`src/rtl/uart_led_cmd_master_pkg.sv`:
```
// Shared definitions for the UART LED-command initiator: command nibbles,
// error codes, FSM state encoding and the command byte encoder.
package uart_led_cmd_master_pkg;

    localparam logic [3:0] CMD_ON_NIB  = 4'hF;
    localparam logic [3:0] CMD_OFF_NIB = 4'hA;

    localparam logic [1:0] ERR_NONE     = 2'b00;
    localparam logic [1:0] ERR_TIMEOUT  = 2'b01;
    localparam logic [1:0] ERR_MISMATCH = 2'b10;

    typedef enum logic [1:0] {
        ST_IDLE      = 2'd0,
        ST_SEND      = 2'd1,
        ST_WAIT_ECHO = 2'd2,
        ST_FINISH    = 2'd3
    } state_t;

    function automatic logic [7:0] encode_cmd(input logic on, input logic [1:0] led);
        return {(on ? CMD_ON_NIB : CMD_OFF_NIB), 2'b00, led};
    endfunction

endpackage

```
`src/rtl/uart_led_cmd_master_echo_timer.sv`:
```
// Saturating cycle counter bounding how long one attempt waits for its echo.
// expired is high while the count sits at its last value.
module uart_led_cmd_master_echo_timer #(
    parameter int TIMEOUT_CYCLES = 200000
) (
    input  logic clk,
    input  logic reset,
    input  logic clear,
    input  logic enable,
    output logic expired
);

    localparam int CW = (TIMEOUT_CYCLES > 1) ? $clog2(TIMEOUT_CYCLES) : 1;
    localparam logic [CW-1:0] LAST = CW'(TIMEOUT_CYCLES - 1);

    logic [CW-1:0] count_q;
    logic [CW-1:0] count_d;

    always_comb begin
        count_d = count_q;
        if (clear) begin
            count_d = '0;
        end else if (enable && (count_q != LAST)) begin
            count_d = count_q + 1'b1;
        end
    end

    always_ff @(posedge clk) begin
        if (reset) begin
            count_q <= '0;
        end else begin
            count_q <= count_d;
        end
    end

    assign expired = (count_q == LAST);

endmodule

```
`src/rtl/uart_led_cmd_master.sv`:
```
// Host-side LED command initiator: sends one command byte, waits for its echo,
// retries on mismatch/timeout and keeps a shadow of the remote LED state.
module uart_led_cmd_master
    import uart_led_cmd_master_pkg::*;
#(
    parameter int TIMEOUT_CYCLES = 200000,
    parameter int MAX_RETRY      = 2
) (
    input  logic       clk,
    input  logic       reset,
    input  logic       cmd_valid,
    output logic       cmd_ready,
    input  logic [1:0] cmd_led,
    input  logic       cmd_on,
    output logic [7:0] tx_data,
    output logic       tx_go,
    input  logic       tx_done,
    input  logic [7:0] rx_data,
    input  logic       rx_done,
    output logic       busy,
    output logic       done,
    output logic       err,
    output logic [1:0] err_code,
    output logic [3:0] led_state
);

    localparam int RW = (MAX_RETRY > 0) ? $clog2(MAX_RETRY + 1) : 1;
    localparam logic [RW-1:0] RETRY_LIMIT = RW'(MAX_RETRY);

    state_t        state_q, state_d;
    logic [7:0]    cmd_byte_q, cmd_byte_d;
    logic [RW-1:0] retry_q, retry_d;
    logic [3:0]    led_state_q, led_state_d;
    logic          tx_go_q, tx_go_d;
    logic [7:0]    tx_data_q, tx_data_d;
    logic          err_q, err_d;
    logic [1:0]    err_code_q, err_code_d;

    logic          timer_expired;
    logic          fail;
    logic [1:0]    fail_code;

    uart_led_cmd_master_echo_timer #(
        .TIMEOUT_CYCLES(TIMEOUT_CYCLES)
    ) u_echo_timer (
        .clk    (clk),
        .reset  (reset),
        .clear  (state_q == ST_SEND),
        .enable (state_q == ST_WAIT_ECHO),
        .expired(timer_expired)
    );

    always_comb begin
        state_d     = state_q;
        cmd_byte_d  = cmd_byte_q;
        retry_d     = retry_q;
        led_state_d = led_state_q;
        tx_go_d     = tx_go_q;
        tx_data_d   = tx_data_q;
        err_d       = 1'b0;
        err_code_d  = err_code_q;
        fail        = 1'b0;
        fail_code   = ERR_NONE;

        case (state_q)
            ST_IDLE: begin
                if (cmd_valid) begin
                    cmd_byte_d = encode_cmd(cmd_on, cmd_led);
                    tx_data_d  = encode_cmd(cmd_on, cmd_led);
                    retry_d    = '0;
                    tx_go_d    = 1'b1;
                    state_d    = ST_SEND;
                end
            end
            ST_SEND: begin
                if (tx_done) begin
                    tx_go_d = 1'b0;
                    state_d = ST_WAIT_ECHO;
                end
            end
            ST_WAIT_ECHO: begin
                // An echo arriving on the expiry cycle takes precedence over the timeout.
                if (rx_done) begin
                    if (rx_data == cmd_byte_q) begin
                        state_d = ST_FINISH;
                    end else begin
                        fail      = 1'b1;
                        fail_code = ERR_MISMATCH;
                    end
                end else if (timer_expired) begin
                    fail      = 1'b1;
                    fail_code = ERR_TIMEOUT;
                end

                if (fail) begin
                    if (retry_q < RETRY_LIMIT) begin
                        retry_d = retry_q + 1'b1;
                        tx_go_d = 1'b1;
                        state_d = ST_SEND;
                    end else begin
                        err_d      = 1'b1;
                        err_code_d = fail_code;
                        state_d    = ST_IDLE;
                    end
                end
            end
            ST_FINISH: begin
                led_state_d[cmd_byte_q[1:0]] = (cmd_byte_q[7:4] == CMD_ON_NIB);
                state_d = ST_IDLE;
            end
            default: begin
                state_d = ST_IDLE;
            end
        endcase
    end

    always_ff @(posedge clk) begin
        if (reset) begin
            state_q     <= ST_IDLE;
            cmd_byte_q  <= 8'h00;
            retry_q     <= '0;
            led_state_q <= 4'h0;
            tx_go_q     <= 1'b0;
            tx_data_q   <= 8'h00;
            err_q       <= 1'b0;
            err_code_q  <= ERR_NONE;
        end else begin
            state_q     <= state_d;
            cmd_byte_q  <= cmd_byte_d;
            retry_q     <= retry_d;
            led_state_q <= led_state_d;
            tx_go_q     <= tx_go_d;
            tx_data_q   <= tx_data_d;
            err_q       <= err_d;
            err_code_q  <= err_code_d;
        end
    end

    assign cmd_ready = (state_q == ST_IDLE);
    assign busy      = ~cmd_ready;
    assign done      = (state_q == ST_FINISH);
    assign err       = err_q;
    assign err_code  = err_code_q;
    assign tx_go     = tx_go_q;
    assign tx_data   = tx_data_q;
    assign led_state = led_state_q;

endmodule

```
`config.mk`:
```
export PLATFORM = sky130hd
export DESIGN_NAME = uart_led_cmd_master
export DESIGN_NICKNAME = d
export VERILOG_FILES = /design/src/rtl/uart_led_cmd_master_pkg.sv /design/src/rtl/uart_led_cmd_master_echo_timer.sv /design/src/rtl/uart_led_cmd_master.sv
export SDC_FILE = /design/constraint.sdc
export NUM_CORES = 1
export LEC_CHECK = 0
export CAP_MARGIN = 20
export CORE_MARGIN = 5
export CORE_UTILIZATION = 51
export DETAILED_ROUTE_END_ITERATION = 10
export PLACE_DENSITY = 0.89
export RECOVER_POWER = 100
export SLEW_MARGIN = 20
export SYNTH_ARGS = -nofsm -noshare
export SYNTH_HDL_FRONTEND = slang
export SYNTH_SLANG_ARGS = --single-unit
```
`constraint.sdc`:
```
create_clock -name clk -period 2.63 [get_ports clk]
set_input_delay 0.3945 -clock clk [delete_from_list [all_inputs] [get_ports clk]]
set_output_delay 0.3945 -clock clk [all_outputs]
set_load 0.05 [all_outputs]
```
==> reports/results.tsv <==
metric	value	unit
crit_arrival	2090	ps
ctsResizeCount	0	
synth_top_family_by_area	simple AND/OR/NAND/NOR gates	
initial_utilization	0.531	
combPwrFrac	0.163	
htree_levels	2	
status	finished, final reports clean	
finalWeightedCongestion	0.826	
drtAntennaViolNets	0	
grt_pass1_wl	6.52	mm
crit_chain	nor2_1 > dlygate4sd3_1	
endpoint_kind	output port	
reg2reg_to	u_echo_timer.count_q[17]$_SDFFE_PP0P_	
netlist_top_cells_count	34 x dfxtp_1, 26 x nor2_1, 15 x a21oi_1, 14 x nand2_1, 9 x nand3_1	
p_clk_frac	0.274	
internal_power	0.681	mW
routedWlPerCell	14.0	microns
finalSetupViolCount	0	
hold_viol	0	
clk_latency	330	ps
via_count	1573	
min_period	2480	ps
slowest_stage	dlygate4sd3_1	
die-height	69.2	microns
yosys.cell_types.count	49	
synth_adder_area_share	0.00700	
n_antenna_cell	0	
drive_gt1_frac	0.0714	
slew_headroom	0.492	
grt.overflow.total	0	
synthFlopType	dfxtp_1	
synth_xor_area_frac	0.0588	
postCtsSetupRepairBufs	0	
cp_max_fo	11	
tightest_slew	755	ps
fin_crit_sh	0.943	
avgSynthCellArea	8.59	sq um
finalMaxSlewViolations	0	
rsz0062_at_grt	false	
fillers	316	
vias_per_cell	5.54	
yosysTopAreaCellShare	0.381	
postCtsHoldBufs	0	
row_count	21	
grt_start_max_net_pins	18	
wl	3.98	mm
synthCells	208	
path_class	reg2out	
syn_to_final_growth	18.8	%
slowest_delay	940	ps
yosysSeqAreaShare	0.381	
grt_pass1_vias	1458	
synth_edf_count	0	
pwr_density_cell	452	mW/mm^2
antenna_found_initial	0	
crit_family	buffers and inverters	
drtIter0Drc	122	
p_leak	0.808	nW
cp-endpoint	cmd_ready	
dpl.cell_count	277	
synth_compound_area_frac	0.165	
p_sw	0.279	mW
syn_area	0.00179	sq mm
drtPass1Iterations	4	
hold_ws	502	ps
port_buffers	32	
drc_errors	0	
maxCapViolations	0	
dp.final_hpwl	2.97	mm
rr_worst_depth	5	
cp-startpoint	state_q[0]$_SDFFE_PP0P_	
cp.required	2240	ps
instances_no_fill	284	
fp.dieW	69.2	microns
skew	9.53	ps
reg2reg_slack	400	ps
min_path_type	reg2reg	
sw_frac_of_total	0.290	
cts_root_buffer	clkbuf_4	
ys_seq_elements	34	
clock_sinks	34	
numCtsBuffers	5	
clk_pin_slew	90	ps
yosys_warnings	0	
coreArea	0.00336	sq mm
tns	0	ps
r2r_start	state_q[1]$_SDFFE_PP0P_	
ys_async_sr_fraction	0	
synth_area_leaders	dfxtp_1 38%, nor2_1 5.5%, a21oi_1 4.2%	
cp-start-kind	flop	
pin_count	35	
fin_nets	255	
yosysTopAreaCell	dfxtp_1	
power_frac_seq	0.563	
ir_worst_vdd	339	uV
crit_buf_inv	1	
synthSimpleGateAreaFrac	0.286	
track_usage	0.167	
cts_tree	built	
die_area	0.00479	sq mm
yosysMostFrequentCell	dfxtp_1	
crit_cells	2	
fmax	0.403	GHz
synth.area.mux_share	0.0364	
cts_buffer_depth	2	
[worst reg2reg max path, delay by kind of cell (launching register included)]
family,cells,cell delay (ps)
buffers and inverters,1,330
muxes,1,330
DFF,1,550
AOI/OAI and AO/OA,1,310
and+or+nand+nor,2,610
[metrics by stage]
stage	area (sq um)	utilization	setup slack [ps]	total power, mW
4_1_cts	2160	0.641	197	0.972
2_1_floorplan	1790	-	417	0.657
3_5_place_dp	2110	0.628	450	0.717
6_report	2120	0.631	150	0.960
3_3_place_gp	2110	0.628	500	0.713
5_1_grt	2120	0.631	57.6	1.01
[power by group through the flow]
stage | sequential (mW) | combinational, mW | clock (mW)
2_1_floorplan | 0.565 | 0.0915 | 0
4_1_cts | 0.540 | 0.166 | 0.266
6_report | 0.540 | 0.157 | 0.263
3_3_place_gp | 0.551 | 0.162 | 0
5_1_grt | 0.543 | 0.167 | 0.295
3_5_place_dp | 0.552 | 0.165 | 0
[cells in the final DEF, fill, tap and decap left out, types with 4 or more instances in the layout]
cell             Yosys  routed
nand3_1              9       9
o21ai_0              7       9
nand4_1              3       4
dlygate4sd3_1        0      17
clkdlybuf4s50_1      0      15
nor3_1               6       6
or3_1                5       5
clkbuf_4             0       5
xnor2_1              4       4
o31ai_1              3       4
mux2i_1              5       5
inv_1                8       8
a21oi_1             15      15
or4_1                3       4
nor2_1              26      26
and3_1               5       5
nand2_1             14      14
xor2_1               8       8
dfxtp_1             34      34
[sequential cells by signal, summed over array words and instances (netlist names)]
register and cells:
u_echo_timer.count_q 18, led_state 4, tx_data 4, err_code 2
retry_q 2, state_q 2, err 1, tx_go 1
[cells by family (layout without fill, tap and decap cells)]
logic type / Yosys count / count (layout)
AO/OA/AOI/OAI: 44 / 44
XOR/XNOR: 12 / 12
adder cells (fa/ha/maj): 1 / 1
buffers and inverters: 22 / 51
flip-flops: 34 / 34
multiplexers: 6 / 6
other: 1 / 2
AND/OR/NAND/NOR: 88 / 88
[routing by layer]
layer,vias up,wire [microns],global-route usage
li1,802,-,-
met1,713,1750,0.211
met2,48,1920,0.268
met3,10,201,0.0304
met4,0,97,0.0889
met5,-,0,0
[worst min-delay path by stage]
| stage | startpoint | endpoint | slack (ps) | cells past startpoint |
|---|---|---|---|---|
| 4_1_cts | err_code[1]$_SDFFE_PP0P_ | err_code[1]$_SDFFE_PP0P_ | 520 | 2 |
| 6_report | err_code[1]$_SDFFE_PP0P_ | err_code[1]$_SDFFE_PP0P_ | 500 | 2 |
| 3_3_place_gp | err_code[0]$_SDFFE_PP0P_ | err_code[0]$_SDFFE_PP0P_ | 470 | 2 |
| 3_5_place_dp | err_code[0]$_SDFFE_PP0P_ | err_code[0]$_SDFFE_PP0P_ | 480 | 2 |
| 5_1_grt | err_code[1]$_SDFFE_PP0P_ | err_code[1]$_SDFFE_PP0P_ | 540 | 2 |
| 2_1_floorplan | retry_q[1]$_SDFFE_PP0P_ | state_q[0]$_SDFFE_PP0P_ | 460 | 1 |
[layout make-up]
class                           count  area, sq um  share of cell area
Multi-Input combinational cell    153          966               0.455
Sequential cell                    34          681               0.321
Timing Repair Buffer               35          339               0.160
Tap cell                           46         57.6              0.0271
Clock buffer                        7         45.0              0.0212
Inverter                            9         33.8              0.0159
Power figures use the tool's default switching activity.
